<file path="config.mk">
export PLATFORM = sky130hd
export DESIGN_NAME = wallace_mult_pipe_flat
export DESIGN_NICKNAME = d
export VERILOG_FILES = /design/src/rtl/wallace_mult_pipe_if.sv /design/src/rtl/wallace_mult_pipe.sv /design/src/flat_wrapper.sv
export SDC_FILE = /design/constraint.sdc
export NUM_CORES = 1
export LEC_CHECK = 0
export ABC_AREA = 1
export CAP_MARGIN = 10
export CORE_ASPECT_RATIO = 0.6
export CORE_MARGIN = 2
export CORE_UTILIZATION = 55
export CTS_CLUSTER_SIZE = 40
export DETAILED_ROUTE_END_ITERATION = 8
export DONT_BUFFER_PORTS = 1
export GPL_ROUTABILITY_DRIVEN = 1
export GPL_TIMING_DRIVEN = 0
export PLACE_DENSITY = 0.7
export SLEW_MARGIN = 20
export SYNTH_ARGS = -nofsm -noshare
export SYNTH_HDL_FRONTEND = slang
export SYNTH_SLANG_ARGS = --single-unit
</file>
<file path="constraint.sdc">
create_clock -name clk -period 12.82 [get_ports clk]
set_input_delay 1.923 -clock clk [delete_from_list [all_inputs] [get_ports clk]]
set_output_delay 1.923 -clock clk [all_outputs]
set_load 0.005 [all_outputs]
</file>
<file path="src/rtl/wallace_mult_pipe_if.sv">
// wallace_mult_pipe_if
// Operand/product handshake bundle for wallace_mult_pipe.
//   master : operand issuer and result consumer (drives in_*, out_ready)
//   slave  : the multiplier (drives in_ready, out_valid, out_p)
// Signals:
//   in_valid/in_ready    operand pair handshake
//   in_signed            1 = two's complement operands, 0 = unsigned
//   in_a, in_b           WIDTH-bit operands
//   out_valid/out_ready  product handshake
//   out_p                2*WIDTH-bit product (or running sum)
//   acc_clr              only with WMUL_ACC_EN: restart the accumulator
// Optional feature macro: WMUL_ACC_EN
interface wallace_mult_pipe_if #(
  parameter int WIDTH = 16
);
  logic               in_valid;
  logic               in_ready;
  logic               in_signed;
  logic [WIDTH-1:0]   in_a;
  logic [WIDTH-1:0]   in_b;
  logic               out_valid;
  logic               out_ready;
  logic [2*WIDTH-1:0] out_p;
`ifdef WMUL_ACC_EN
  logic               acc_clr;
`endif

  modport master (
    output in_valid, in_signed, in_a, in_b, out_ready,
    input  in_ready, out_valid, out_p
`ifdef WMUL_ACC_EN
    , output acc_clr
`endif
  );

  modport slave (
    input  in_valid, in_signed, in_a, in_b, out_ready,
    output in_ready, out_valid, out_p
`ifdef WMUL_ACC_EN
    , input acc_clr
`endif
  );
endinterface

</file>
<file path="src/rtl/wallace_mult_pipe.sv">
// wallace_mult_pipe
// Three-stage pipelined Wallace-tree multiplier, WIDTH x WIDTH -> 2*WIDTH,
// with per-transaction signed/unsigned mode and a valid/ready handshake.
//   S1: partial-product rows (Baugh-Wooley rows in signed mode)
//   S2: carry-save pair from the 3:2 compressor tree
//   S3: carry-propagate sum, presented on out_p
// Ports:
//   clk    rising-edge clock
//   rst_n  asynchronous active-low reset
//   bus    wallace_mult_pipe_if.slave (operand and product handshakes)
// Parameter: WIDTH (4..32), operand width.
// Optional feature macro: WMUL_ACC_EN -- adds acc_clr and an accumulator so
// out_p carries the running sum of products instead of the bare product.
module wallace_mult_pipe #(
  parameter int WIDTH = 16
) (
  input  logic                 clk,
  input  logic                 rst_n,
  wallace_mult_pipe_if.slave   bus
);
  localparam int P = 2 * WIDTH;
  // Enough 3:2 levels to bring 32 rows down to 2 (needs 8).
  localparam int LEVELS = 10;
  localparam logic [WIDTH-1:0] MSB_MASK = {1'b1, {(WIDTH-1){1'b0}}};
  // Baugh-Wooley correction: 2^WIDTH + 2^(2*WIDTH-1).
  localparam logic [P-1:0] BW_CORR = {1'b1, {(WIDTH-2){1'b0}}, 1'b1, {WIDTH{1'b0}}};

  logic adv;

  logic         s1_valid;
  logic [P-1:0] s1_pp [WIDTH];
  logic         s2_valid;
  logic [P-1:0] s2_sum;
  logic [P-1:0] s2_carry;
  logic         s3_valid;
  logic [P-1:0] s3_p;

  logic [P-1:0] pp_next [WIDTH];
  logic [P-1:0] csa_sum;
  logic [P-1:0] csa_carry;
  logic [P-1:0] final_sum;

  // The whole pipeline moves together; it only stalls when a finished
  // product is sitting at the output and nobody takes it.
  assign adv          = !s3_valid || bus.out_ready;
  assign bus.in_ready = adv;
  assign bus.out_valid = s3_valid;
  assign bus.out_p     = s3_p;

  // Partial-product rows. In signed mode the sign-weighted cross terms are
  // complemented (row WIDTH-1 except its MSB, and the MSB of every other
  // row) and the correction constant rides in the free bits of row 0, so the
  // signed flag is fully folded into the S1 rows and need not travel further.
  always_comb begin
    logic [WIDTH-1:0] row_bits;
    logic [WIDTH-1:0] flip;
    for (int i = 0; i < WIDTH; i++) begin
      row_bits = bus.in_a & {WIDTH{bus.in_b[i]}};
      flip     = (i == WIDTH - 1) ? ~MSB_MASK : MSB_MASK;
      if (bus.in_signed) begin
        row_bits = row_bits ^ flip;
      end
      pp_next[i] = P'(row_bits) << i;
    end
    if (bus.in_signed) begin
      pp_next[0] = pp_next[0] | BW_CORR;
    end
  end

  always_ff @(posedge clk or negedge rst_n) begin
    if (!rst_n) begin
      s1_valid <= 1'b0;
      for (int i = 0; i < WIDTH; i++) begin
        s1_pp[i] <= '0;
      end
    end else if (adv) begin
      s1_valid <= bus.in_valid;
      if (bus.in_valid) begin
        for (int i = 0; i < WIDTH; i++) begin
          s1_pp[i] <= pp_next[i];
        end
      end
    end
  end

  // Wallace reduction over a fixed slot array: each level compresses every
  // group of three slots into a sum and a shifted carry, and moves leftover
  // slots down behind them. Live rows stay packed at the low slots, so the
  // unused slots are constant zero and fold away; after LEVELS levels only
  // slots 0 and 1 can be non-zero.
  always_comb begin
    logic [P-1:0] cur [WIDTH];
    logic [P-1:0] nxt [WIDTH];
    for (int i = 0; i < WIDTH; i++) begin
      cur[i] = s1_pp[i];
    end
    for (int lvl = 0; lvl < LEVELS; lvl++) begin
      for (int i = 0; i < WIDTH; i++) begin
        nxt[i] = '0;
      end
      for (int g = 0; g < WIDTH / 3; g++) begin
        nxt[2*g]   = cur[3*g] ^ cur[3*g+1] ^ cur[3*g+2];
        nxt[2*g+1] = ((cur[3*g] & cur[3*g+1]) |
                      (cur[3*g] & cur[3*g+2]) |
                      (cur[3*g+1] & cur[3*g+2])) << 1;
      end
      for (int k = 3 * (WIDTH / 3); k < WIDTH; k++) begin
        nxt[k - WIDTH/3] = cur[k];
      end
      for (int i = 0; i < WIDTH; i++) begin
        cur[i] = nxt[i];
      end
    end
    csa_sum   = cur[0];
    csa_carry = cur[1];
  end

  always_ff @(posedge clk or negedge rst_n) begin
    if (!rst_n) begin
      s2_valid <= 1'b0;
      s2_sum   <= '0;
      s2_carry <= '0;
    end else if (adv) begin
      s2_valid <= s1_valid;
      if (s1_valid) begin
        s2_sum   <= csa_sum;
        s2_carry <= csa_carry;
      end
    end
  end

  assign final_sum = s2_sum + s2_carry;

`ifdef WMUL_ACC_EN
  logic         s1_clr;
  logic         s2_clr;
  logic [P-1:0] acc_q;
  logic [P-1:0] acc_base;

  always_ff @(posedge clk or negedge rst_n) begin
    if (!rst_n) begin
      s1_clr <= 1'b0;
      s2_clr <= 1'b0;
    end else if (adv) begin
      s1_clr <= bus.in_valid & bus.acc_clr;
      s2_clr <= s1_clr;
    end
  end

  // When S3 loads while holding a valid result, that result is being
  // delivered on this same edge, so it is the accumulator value the new
  // transaction must build on (acc_q has not caught up yet).
  always_comb begin
    acc_base = s3_valid ? s3_p : acc_q;
    if (s2_clr) begin
      acc_base = '0;
    end
  end

  always_ff @(posedge clk or negedge rst_n) begin
    if (!rst_n) begin
      acc_q <= '0;
    end else if (s3_valid && bus.out_ready) begin
      acc_q <= s3_p;
    end
  end

  always_ff @(posedge clk or negedge rst_n) begin
    if (!rst_n) begin
      s3_valid <= 1'b0;
      s3_p     <= '0;
    end else if (adv) begin
      s3_valid <= s2_valid;
      if (s2_valid) begin
        s3_p <= acc_base + final_sum;
      end
    end
  end
`else
  // Bubbles leave out_p untouched; only real products overwrite it.
  always_ff @(posedge clk or negedge rst_n) begin
    if (!rst_n) begin
      s3_valid <= 1'b0;
      s3_p     <= '0;
    end else if (adv) begin
      s3_valid <= s2_valid;
      if (s2_valid) begin
        s3_p <= final_sum;
      end
    end
  end
`endif

endmodule

</file>
<file path="src/flat_wrapper.sv">
// flat-port wrapper written by rule: the top's interface ports become plain ports
module wallace_mult_pipe_flat 
#(
  parameter int WIDTH = 16
)
  (clk, rst_n, bus_in_valid, bus_in_signed, bus_in_a, bus_in_b, bus_out_ready, bus_in_ready, bus_out_valid, bus_out_p);
  wallace_mult_pipe_if #(.WIDTH(WIDTH)) bus_i ();
  input  logic clk;
  input  logic rst_n;
  input wire logic [$bits(bus_i.in_valid)-1:0] bus_in_valid;
  input wire logic [$bits(bus_i.in_signed)-1:0] bus_in_signed;
  input wire logic [$bits(bus_i.in_a)-1:0] bus_in_a;
  input wire logic [$bits(bus_i.in_b)-1:0] bus_in_b;
  input wire logic [$bits(bus_i.out_ready)-1:0] bus_out_ready;
  output wire logic [$bits(bus_i.in_ready)-1:0] bus_in_ready;
  output wire logic [$bits(bus_i.out_valid)-1:0] bus_out_valid;
  output wire logic [$bits(bus_i.out_p)-1:0] bus_out_p;
  assign bus_i.in_valid = bus_in_valid;
  assign bus_i.in_signed = bus_in_signed;
  assign bus_i.in_a = bus_in_a;
  assign bus_i.in_b = bus_in_b;
  assign bus_i.out_ready = bus_out_ready;
  assign bus_in_ready = bus_i.in_ready;
  assign bus_out_valid = bus_i.out_valid;
  assign bus_out_p = bus_i.out_p;
  wallace_mult_pipe #(.WIDTH(WIDTH)) u_core (.clk(clk), .rst_n(rst_n), .bus(bus_i));
endmodule
</file>
==> PnR_summary.wiki, run 1 <==
{| class="wikitable"
! Metric !! Value
|-
| Commonest cells after routing, fill and taps aside || nand2_1, dfrtp_1, inv_1
|-
| Die Y || 160 um
|-
| Flop and latch count out of synthesis || 345
|-
| Layout-stage area growth over the synthesis result || 8.18%
|-
| Number of nets in the layout || 2856
|-
| CTS buffer count || 36
|-
| Total of buffers placed on input and output ports || 0
|-
| Worst r2r src || u_core.s1_pp[53]$_DFFE_PN0P_
|-
| Buf/Inv on CP || 4
|-
| Category of the most critical setup path || flip-flop to flip-flop
|-
| Placer's final routability congestion estimate || 0.940
|-
| Cell seen most often among critical-path stages || fa_1
|-
| Cell type contributing the most total cell area after synthesis || dfrtp_1
|-
| Arrival time worst endpoint || 5.55 ns
|-
| Maximum number of pins on one net before global-route repair || 346
|-
| Half-perimeter wire length after placement || 45900 um
|-
| Cells taking the most area after synthesis || dfrtp_1, fa_1, nand2_1, ha_1, inv_1
|-
| Number of endpoints with negative hold slack in the final report || 0
|-
| Average vias per placed instance || 5.50
|-
| Final critical-path share of the clock period || 0.400
|-
| Max incr delay on CP || 0.55 ns
|-
| Number of antenna-violating nets in the routed design || 0
|-
| Rows || 57
|-
| Slowest library cell on the worst path || fa_1
|-
| Core outline area || 0.0402 mm2
|-
| Max Transition Viols Final || 0
|-
| Antenna Diode Count || 0
|-
| CTS Hold Bufs || 0
|-
| Hold Startpoint || u_core.s2_carry[13]$_DFFE_PN0P_
|-
| Count of vias placed by the detailed router || 16378
|-
| Required time worst endpoint || 13.24 ns
|-
| Crit path time final || 5.13 ns
|-
| Ratio of cells with drive above 1 in the final layout || 0.0654
|-
| Max-Slew Margin vs Limit || 0.390
|-
| Clock insertion delay at the later pin of the skew report || 0.55 ns
|-
| Worst-case hold path end point || u_core.s2_carry[13]$_DFFE_PN0P_
|-
| Path length in cells of the critical path || 16
|-
| Worst setup SP type || flip-flop
|-
| Syn_area_per_cell || 9.35 um2
|-
| Clock root buffer || clkbuf_16
|-
| Final worst clock skew || 0.0286 ns
|-
| Die W || 264 um
|-
| Setup-violating endpoint count in the final report || 0
|-
| Routed length per placed instance || 20.2 um
|-
| Final core utilization || 0.600
|-
| Number of warning messages in the yosys log || 0
|-
| Highest Clock Rate || 195 MHz
|-
| Ports placed on the boundary || 71
|-
| Number of resized instances in the post-cts repair step || 0
|-
| Min-Delay Path Depth || 2
|-
| Clock H-tree levels || 2
|-
| Syn Nets || 2818
|-
| Leading cell type in the layout, fill and taps excluded || nand2_1
|-
| Post-synthesis cell area || 0.0223 mm2
|-
| Total global routing track utilization || 0.291
|-
| Global-route wire length before repair || 93400 um
|-
| RSZ-0062 raised after global routing || false
|-
| Number of antenna violations at the first check in global routing || 0
|-
| Number of DRC violations after detailed routing || 0
|-
| Count of buffers added by post-CTS timing repair for setup || 0
|-
| Family of cells with the greatest summed delay on the critical path || adder cells
|-
| Count of clock tree sinks || 345
|-
| Gate count after technology mapping || 2386
|-
| TritonCTS clock tree || done
|-
| Crit path cell chain || fa_1 -> inv_1 -> fa_1 -> fa_1 -> inv_1 -> fa_1 -> inv_1 -> fa_1 -> inv_1 -> fa_1 -> ha_1 -> ha_1 -> ha_1 -> ha_1 -> nand2_1 -> nand2_1
|-
| Reg2Reg Setup Slack || 7.69 ns
|-
| Setup TNS after final layout || 0 ns
|-
| Clock input transition at the sequential cells of the worst setup and hold paths || 0.07 ns
|-
| Die footprint || 0.0422 mm2
|-
| Maximum net fanout on the critical path || 2
|-
| CP Capture Type || flip-flop
|-
| Status || finished clean
|-
| Longest Clk Path Bufs || 3
|-
| Via count of the first global-routing pass || 16215
|-
| Sequential fraction of the synthesis area || 0.387
|-
| Number of violations reported at the end of detailed-routing iteration 0 || 1592
|-
| Count of TritonRoute iterations in the first routing pass || 5
|-
| Reg-to-reg endpoint || u_core.s2_sum[21]$_DFFE_PN0P_
|-
| Classification of the worst-slack hold path || flip-flop to flip-flop
|-
| Worst slew pin tran || 0.914 ns
|-
| Number of distinct library cell variants in the gate-level netlist after synthesis || 32
|-
| Worst reg-to-reg path cell count || 16
|-
| Max-Cap Viols || 0
|-
| Sum of routed wire length over all layers || 60100 um
|-
| Portion of synthesized cell area occupied by the leading cell type || 0.387
|-
| Remaining global-route overflow || 0
|-
| Effective utilization at floorplan || 0.554
|}
## registers in the layout, summed over array words and instances, names as in the netlist
name                  cells
u_core.s2_sum            32
u_core.bus.out_valid      1
u_core.bus.out_p         32
u_core.s2_valid           1
u_core.s1_pp            257
u_core.s1_valid           1
u_core.s2_carry          21
## area by class of cell
cell class | count | area [um2]
plain buffers | 141 | 736
clock buffers | 53 | 1090
clock inverters | 9 | 73.8
fillers | 3385 | 16100
inverters | 333 | 1250
multi-input cells | 1567 | 11700
flip-flops and latches | 345 | 8630
well taps | 531 | 664
## how the worst max path moves through the flow
stage                                      start                            end  slack [ns]
global route        u_core.s1_pp[53]$_DFFE_PN0P_  u_core.s2_sum[21]$_DFFE_PN0P_        7.57
detailed placement  u_core.s1_pp[53]$_DFFE_PN0P_  u_core.s2_sum[21]$_DFFE_PN0P_        7.71
CTS                 u_core.s1_pp[53]$_DFFE_PN0P_  u_core.s2_sum[21]$_DFFE_PN0P_        7.69
floorplan           u_core.s1_pp[53]$_DFFE_PN0P_  u_core.s2_sum[21]$_DFFE_PN0P_        8.03
global placement    u_core.s1_pp[53]$_DFFE_PN0P_  u_core.s2_sum[21]$_DFFE_PN0P_        7.77
finish              u_core.s1_pp[53]$_DFFE_PN0P_  u_core.s2_sum[21]$_DFFE_PN0P_        7.69
## per-layer routing
metal  share of wire  GRT usage  up-vias
li1                -          -     7435
met1            0.45      0.439     8100
met3            0.12     0.0941       74
met4           0.021     0.0671        0
met5               0          0        -
met2            0.41      0.408      769
## Yosys cell counts
master,n
buf_4,15
fa_1,200
buf_6,12
o21bai_1,3
dfrtp_1,345
nand3_2,3
buf_1,3
buf_2,45
a21oi_2,3
nor2_2,4
nor2_4,1
o21ai_1,72
nand2_4,1
xnor2_1,11
o21ai_0,222
ha_1,195
nor3_1,7
nand3b_1,6
nand3_1,72
nand4_1,2
o21ai_2,1
inv_4,1
xor2_1,35
clkbuf_2,3
nand2_2,9
inv_1,326
inv_2,6
nand2_1,687
clkbuf_1,63
nor2_1,23
a21oi_1,9
and2_4,1
## logic make-up after synthesis
logic type      count (synthesis)  share of synthesized area
flops                         345                      0.387
fa+ha+maj                     395                      0.289
xor+xnor                       46                     0.0181
buf+inv                       474                     0.0891
simple gates                  816                      0.146
compound gates                310                     0.0706
## per-stage QoR
stage          hold slack (ns)  cells  area [um2]  setup slack [ns]
2_1_floorplan            0.431   2386       22300              8.03
3_3_place_gp             0.467   2917       23000              7.77
3_5_place_dp             0.469   2917       23000              7.71
4_1_cts                  0.485   2979       24100              7.69
5_1_grt                  0.505   2979       24100              7.57
6_report                 0.480   2979       24100              7.69
## worst reg2reg max path: stages, from the launching register on
cell and delay [ns]:
dfrtp_1 0.40, fa_1 0.55, inv_1 0.06, fa_1 0.51
fa_1 0.53, inv_1 0.06, fa_1 0.53, inv_1 0.05
fa_1 0.47, inv_1 0.05, fa_1 0.46, ha_1 0.35
ha_1 0.31, ha_1 0.28, ha_1 0.27, nand2_1 0.06
nand2_1 0.05
Power of run 1 is not shown: default switching activity piles up to over one toggle a cycle in this logic, so the estimate is an artifact.
==> run 2, diff against run 1 <==
- PLACE_DENSITY: 0.7 -> 0.73
- clock period: 12.82 -> 4.2 ns (I/O delays scaled with it)
==> run 2 against run 1 <==
Against the previous run:
- the flow now finishes with violations (negative hold slack, negative setup slack)
- utilization rose by 3.6 points
- global-route usage rose by 1.2 points
- highest routed layer unchanged
- setup slack got worse by 8.4 ns
- via count rose by 2.0%
==> PnR_summary.wiki, run 2 (synthesis gave the netlist of run 1 again) <==
{| class="wikitable"
! Metric !! Value
|-
| TritonCTS clock tree || done (unchanged)
|-
| Crit path cell chain || fa_1 -> inv_1 -> fa_1 -> fa_1 -> fa_1 -> fa_1 -> fa_1 -> inv_2 -> ha_4 -> ha_4 -> ha_4 -> ha_4 -> nand2_2 -> nand2_1 (was fa_1 -> inv_1 -> fa_1 -> fa_1 -> inv_1 -> fa_1 -> inv_1 -> fa_1 -> inv_1 -> fa_1 -> ha_1 -> ha_1 -> ha_1 -> ha_1 -> nand2_1 -> nand2_1)
|-
| Count of TritonRoute iterations in the first routing pass || 6 (was 5)
|-
| Routed length per placed instance || 21.4 um (was 20.2 um)
|-
| Crit path time final || 4.94 ns (was 5.13 ns)
|-
| CP Capture Type || flip-flop (unchanged)
|-
| Max Transition Viols Final || 0 (unchanged)
|-
| Fin cells || 2989 (was 2979)
|-
| Average vias per placed instance || 5.59 (was 5.50)
|-
| Max-Cap Viols || 0 (unchanged)
|-
| Sum of routed wire length over all layers || 63900 um (was 60100 um)
|-
| Final critical-path share of the clock period || 1.18 (was 0.400)
|-
| RSZ-0062 raised after global routing || true (was false)
|-
| Max-Slew Margin vs Limit || 0.266 (was 0.390)
|-
| Clock input transition at the sequential cells of the worst setup and hold paths || 0.07 ns (about the same)
|-
| Worst slew pin tran || 1.10 ns (was 0.914 ns)
|-
| Category of the most critical setup path || flip-flop to flip-flop (unchanged)
|-
| Number of nets in the layout || 2870 (was 2856)
|-
| Total of buffers placed on input and output ports || 0 (unchanged)
|-
| Worst setup SP type || flip-flop (unchanged)
|-
| Required time worst endpoint || 4.66 ns (was 13.24 ns)
|-
| Setup TNS after final layout || -16.73 ns (was 0 ns)
|-
| Setup-violating endpoint count in the final report || 39 (was 0)
|-
| Core outline area || 0.0402 mm2 (unchanged)
|-
| Classification of the worst-slack hold path || primary input to async pin (was flip-flop to flip-flop)
|-
| Maximum net fanout on the critical path || 2 (unchanged)
|-
| Remaining global-route overflow || 0 (unchanged)
|-
| Clock H-tree levels || 2 (unchanged)
|-
| Clock root buffer || clkbuf_16 (unchanged)
|-
| Count of vias placed by the detailed router || 16707 (was 16378)
|-
| Status || complete, but fails checks (was finished clean)
|-
| Leading cell type in the layout, fill and taps excluded || nand2_1 (unchanged)
|-
| Register name with the most flops || u_core.s1_pp (unchanged)
|-
| Die Y || 160 um (unchanged)
|-
| Die footprint || 0.0422 mm2 (unchanged)
|-
| Die W || 264 um (unchanged)
|-
| Antenna Diode Count || 0 (unchanged)
|-
| Via count of the first global-routing pass || 16668 (was 16215)
|-
| Number of endpoints with negative hold slack in the final report || 145 (was 0)
|-
| Half-perimeter wire length after placement || 46300 um (was 45900 um)
|-
| Highest Clock Rate || 202 MHz (was 195 MHz)
|-
| Minimum setup slack after placement || -0.732 ns (was 7.71 ns)
|-
| Worst r2r src || u_core.s1_pp[240]$_DFFE_PN0P_ (was u_core.s1_pp[53]$_DFFE_PN0P_)
|-
| Effective utilization at floorplan || 0.554 (unchanged)
|-
| Clock insertion delay at the later pin of the skew report || 0.55 ns (about the same)
|-
| Number of DRC violations after detailed routing || 0 (unchanged)
|-
| Commonest cells after routing, fill and taps aside || nand2_1, dfrtp_1, inv_1 (unchanged)
|-
| Final worst clock skew || 0.0326 ns (was 0.0286 ns)
|-
| Total global routing track utilization || 0.303 (was 0.291)
|-
| Area after detailed placement || 0.0235 mm2 (was 0.0230 mm2)
|-
| Slowest library cell on the worst path || fa_1 (unchanged)
|-
| Placer's final routability congestion estimate || 0.966 (was 0.940)
|-
| Longest Clk Path Bufs || 3 (unchanged)
|-
| Post-route design area || 0.0256 mm2 (was 0.0241 mm2)
|-
| Number of antenna-violating nets in the routed design || 0 (unchanged)
|-
| Number of placed instances with taps included || 2917 (unchanged)
|-
| Startpoint of the worst setup timing path || u_core.s1_pp[240]$_DFFE_PN0P_ (was u_core.s1_pp[53]$_DFFE_PN0P_)
|-
| Ratio of cells with drive above 1 in the final layout || 0.168 (was 0.0654)
|-
| Max incr delay on CP || 0.59 ns (was 0.55 ns)
|-
| Final WS setup || -0.744 ns (was 7.69 ns)
|-
| Failing checks || negative hold slack, negative setup slack
|-
| Final Hold Slack || -0.212 ns (was 0.480 ns)
|-
| Worst reg-to-reg path cell count || 14 (was 16)
|-
| Layout-stage area growth over the synthesis result || 14.7% (was 8.18%)
|-
| Cell seen most often among critical-path stages || fa_1 (unchanged)
|-
| Flip-flop count of the largest register, all copies and words added || 257 (unchanged)
|-
| Number of violations reported at the end of detailed-routing iteration 0 || 1800 (was 1592)
|-
| Rows || 57 (unchanged)
|-
| Global-route wire length before repair || 97300 um (was 93400 um)
|-
| Arrival time worst endpoint || 5.41 ns (was 5.55 ns)
|-
| CTS buffer count || 35 (was 36)
|-
| Ports placed on the boundary || 71 (unchanged)
|-
| Maximum number of pins on one net before global-route repair || 346 (unchanged)
|-
| Count of clock tree sinks || 345 (unchanged)
|-
| Number of antenna violations at the first check in global routing || 0 (unchanged)
|}
[run 2: layer usage]
metal,wire (um),GRT usage
met1,28600,0.464
met2,27200,0.425
met3,6770,0.0879
met4,1300,0.0715
met5,0,0
[run 2: critical path, delay by kind of cell, from the launching register on]
family	cells	cell delay, ns
fa+ha+maj	10	4.22
buf+inv	2	0.15
flops	1	0.40
simple gates	2	0.10
[run 2: stage by stage]
| step | util | hold slack (ns) |
|---|---|---|
| after floorplan | - | 0.334 |
| after detailed placement | 0.585 | 0.344 |
| after global routing | 0.636 | -0.216 |
| after global placement | 0.585 | 0.344 |
| final | 0.636 | -0.212 |
| after CTS | 0.627 | -0.224 |
[run 2: worst paths after layout]
| kind | endpoint | slack [ns] |
|---|---|---|
| setup / recovery | u_core.s2_sum[16]$_DFFE_PN0P_ | -0.74 |
| max in group asynchronous | u_core.s1_pp[182]$_DFFE_PN0P_ | 3.51 |
| min in group clk | u_core.bus.out_valid$_DFFE_PN0N_ | 0.37 |
| setup reg to reg | u_core.s2_sum[16]$_DFFE_PN0P_ | -0.74 |
| hold / removal | u_core.s2_sum[18]$_DFFE_PN0P_ | -0.21 |
| hold reg to reg | u_core.s2_carry[30]$_DFFE_PN0P_ | 0.49 |
[run 2: layout make-up]
class	instances	area [um2]
fill	3190	14600
tap	531	664
inverter	333	1250
clock inverter	12	96.3
buffer	141	736
multi-input combinational	1567	13100
clock buffer	45	993
sequential	345	8640
timing repair buffer	15	113
[run 2: timing repair]
item                                   4_1_cts  5_1_grt
pin swaps                                  127      124
setup endpoints to repair                   44       44
buffers inserted                             7        8
endpoints found under the hold margin      345      345
gates resized for setup                    122       63
Power of run 2 is left out for the same reason.
==> run 3, diff against run 2 <==
- CTS_BUF_LIST: default -> sky130_fd_sc_hd__clkbuf_8
==> run 3 against run 2 <==
Against the previous run:
- the flow still finishes with violations (negative hold slack, negative setup slack)
- clock skew increased by 0.0065 ns
- critical path depth stayed put
- sequential share of layout area shrank 0.12 points
- via count up 0.87%
- cell area increased by 0.36%
- register-to-register slack gained 0.02 ns
- setup slack better by 0.019 ns
- fmax increased by 0.39%
==> PnR_summary.wiki, run 3 (synthesis gave the netlist of run 1 again) <==
{| class="wikitable"
! Metric !! Value
|-
| Status || complete, but fails checks (unchanged)
|-
| Failing checks || negative hold slack, negative setup slack (unchanged)
|-
| Global-route wire length before repair || 97600 um (was 97300 um)
|-
| Count of vias placed by the detailed router || 16852 (was 16707)
|-
| Clock H-tree levels || 2 (unchanged)
|-
| Total global routing track utilization || 0.304 (was 0.303)
|-
| Category of the most critical setup path || flip-flop to flip-flop (unchanged)
|-
| Worst slew pin tran || 0.989 ns (was 1.10 ns)
|-
| Clock insertion delay at the later pin of the skew report || 0.64 ns (was 0.55 ns)
|-
| Commonest cells after routing, fill and taps aside || nand2_1, dfrtp_1, inv_1 (unchanged)
|-
| CTS buffer count || 53 (was 35)
|-
| Final critical-path share of the clock period || 1.17 (was 1.18)
|-
| Core outline area || 0.0402 mm2 (unchanged)
|-
| Average vias per placed instance || 5.57 (was 5.59)
|-
| CP Capture Type || flip-flop (unchanged)
|-
| Worst setup SP type || flip-flop (unchanged)
|-
| Longest Clk Path Bufs || 3 (unchanged)
|-
| Number of placed instances with taps included || 2917 (unchanged)
|-
| Clock root buffer || clkbuf_8 (was clkbuf_16)
|-
| Max Transition Viols Final || 0 (unchanged)
|-
| Arrival time worst endpoint || 5.48 ns (was 5.41 ns)
|-
| Effective utilization at floorplan || 0.554 (unchanged)
|-
| Setup TNS after final layout || -16.67 ns (was -16.73 ns)
|-
| Half-perimeter wire length after placement || 46300 um (unchanged)
|-
| Count of TritonRoute iterations in the first routing pass || 5 (was 6)
|-
| Register name with the most flops || u_core.s1_pp (unchanged)
|-
| TritonCTS clock tree || done (unchanged)
|-
| Area after detailed placement || 0.0235 mm2 (unchanged)
|-
| Antenna Diode Count || 0 (unchanged)
|-
| Sum of routed wire length over all layers || 63700 um (was 63900 um)
|-
| Routed length per placed instance || 21.0 um (was 21.4 um)
|-
| Setup-violating endpoint count in the final report || 39 (unchanged)
|-
| Via count of the first global-routing pass || 16833 (was 16668)
|-
| Remaining global-route overflow || 0 (unchanged)
|-
| Highest Clock Rate || 203 MHz (was 202 MHz)
|-
| Max-Cap Viols || 0 (unchanged)
|-
| Final Hold Slack || -0.298 ns (was -0.212 ns)
|-
| Number of antenna violations at the first check in global routing || 0 (unchanged)
|-
| Final worst clock skew || 0.0391 ns (was 0.0326 ns)
|-
| Layout-stage area growth over the synthesis result || 15.1% (was 14.7%)
|-
| Leading cell type in the layout, fill and taps excluded || nand2_1 (unchanged)
|-
| Count of clock tree sinks || 345 (unchanged)
|-
| Number of antenna-violating nets in the routed design || 0 (unchanged)
|-
| Maximum number of pins on one net before global-route repair || 346 (unchanged)
|-
| Number of DRC violations after detailed routing || 0 (unchanged)
|-
| Number of nets in the layout || 2888 (was 2870)
|-
| RSZ-0062 raised after global routing || true (unchanged)
|-
| Clock input transition at the sequential cells of the worst setup and hold paths || 0.07 ns (about the same)
|-
| Total of buffers placed on input and output ports || 0 (unchanged)
|-
| Maximum net fanout on the critical path || 2 (unchanged)
|-
| Flip-flop count of the largest register, all copies and words added || 257 (unchanged)
|-
| Final WS setup || -0.725 ns (was -0.744 ns)
|-
| Rows || 57 (unchanged)
|-
| Number of violations reported at the end of detailed-routing iteration 0 || 1788 (was 1800)
|-
| Required time worst endpoint || 4.75 ns (was 4.66 ns)
|-
| Post-route design area || 0.0257 mm2 (was 0.0256 mm2)
|-
| Placer's final routability congestion estimate || 0.966 (unchanged)
|-
| Die footprint || 0.0422 mm2 (unchanged)
|-
| Ports placed on the boundary || 71 (unchanged)
|-
| Fin cells || 3027 (was 2989)
|-
| Max-Slew Margin vs Limit || 0.341 (was 0.266)
|-
| Number of endpoints with negative hold slack in the final report || 345 (was 145)
|-
| Crit path time final || 4.92 ns (was 4.94 ns)
|-
| Die W || 264 um (unchanged)
|-
| Classification of the worst-slack hold path || primary input to async pin (unchanged)
|-
| Ratio of cells with drive above 1 in the final layout || 0.174 (was 0.168)
|-
| Die Y || 160 um (unchanged)
|}
[run 3: changes by cell type in the layout (fill, tap and decap cells not counted), moves of 2 or more]
cell	previous run	this run
clkbuf_8	8	67
clkbuf_16	35	0
inv_1	266	276
bufinv_16	1	6
nand2_1	656	660
nand2_2	40	36
inv_2	66	69
clkbuf_1	65	63
fa_1	161	163
fa_2	39	37
[run 3: through the flow]
stage,util,worst slack (ns)
floorplan,-,-0.492
global placement,0.585,-0.688
detailed placement,0.585,-0.732
CTS,0.629,-0.738
global route,0.638,-0.792
finish,0.638,-0.725
[run 3: layout make-up]
cell class,count,area [um2]
fill,3176,14500
multi-input combinational,1567,13100
sequential,345,8640
inverter,333,1250
clock buffer,67,922
buffer,141,736
tap,531,664
clock inverter,28,280
timing repair buffer,15,113
[run 3: worst paths after layout]
kind                                            startpoint                              end  slack [ns]  cells past startpoint
max                          u_core.s1_pp[211]$_DFFE_PN0P_    u_core.s2_sum[19]$_DFFE_PN0P_       -0.72                     14
min                                                  rst_n    u_core.s1_pp[460]$_DFFE_PN0P_       -0.30                      0
max reg2reg                  u_core.s1_pp[211]$_DFFE_PN0P_    u_core.s2_sum[19]$_DFFE_PN0P_       -0.72                     14
min reg2reg                u_core.s2_carry[24]$_DFFE_PN0P_  u_core.s2_carry[24]$_DFFE_PN0P_        0.49                      2
max in group asynchronous                            rst_n     u_core.s1_pp[90]$_DFFE_PN0P_        3.87                      0
min in group clk                             bus_out_ready      u_core.s1_valid$_DFFE_PN0N_        0.29                      3
[run 3: critical path, stage by stage, from the launching register on]
cell     delay, ns
dfrtp_1       0.41
fa_1          0.57
inv_2         0.05
fa_1          0.58
fa_2          0.45
fa_1          0.52
fa_1          0.56
inv_2         0.05
fa_1          0.57
ha_4          0.23
ha_4          0.24
ha_4          0.24
ha_4          0.26
nand2_1       0.04
nand2_1       0.07
[run 3: layer usage]
| metal | global-route usage | vias to the layer above | routed length [um] |
|---|---|---|---|
| li1 | - | 7512 | - |
| met1 | 0.462 | 8423 | 28300 |
| met2 | 0.427 | 802 | 26900 |
| met4 | 0.0718 | 0 | 1350 |
| met3 | 0.0908 | 115 | 7140 |
| met5 | 0 | - | 0 |
[run 3: repair_timing]
item,CTS,global route
resized for setup,109,73
endpoints found under the hold margin,345,345
setup buffers,10,5
pin swaps,109,94
endpoints found under the setup margin,44,44
Power of run 3 is left out for the same reason.
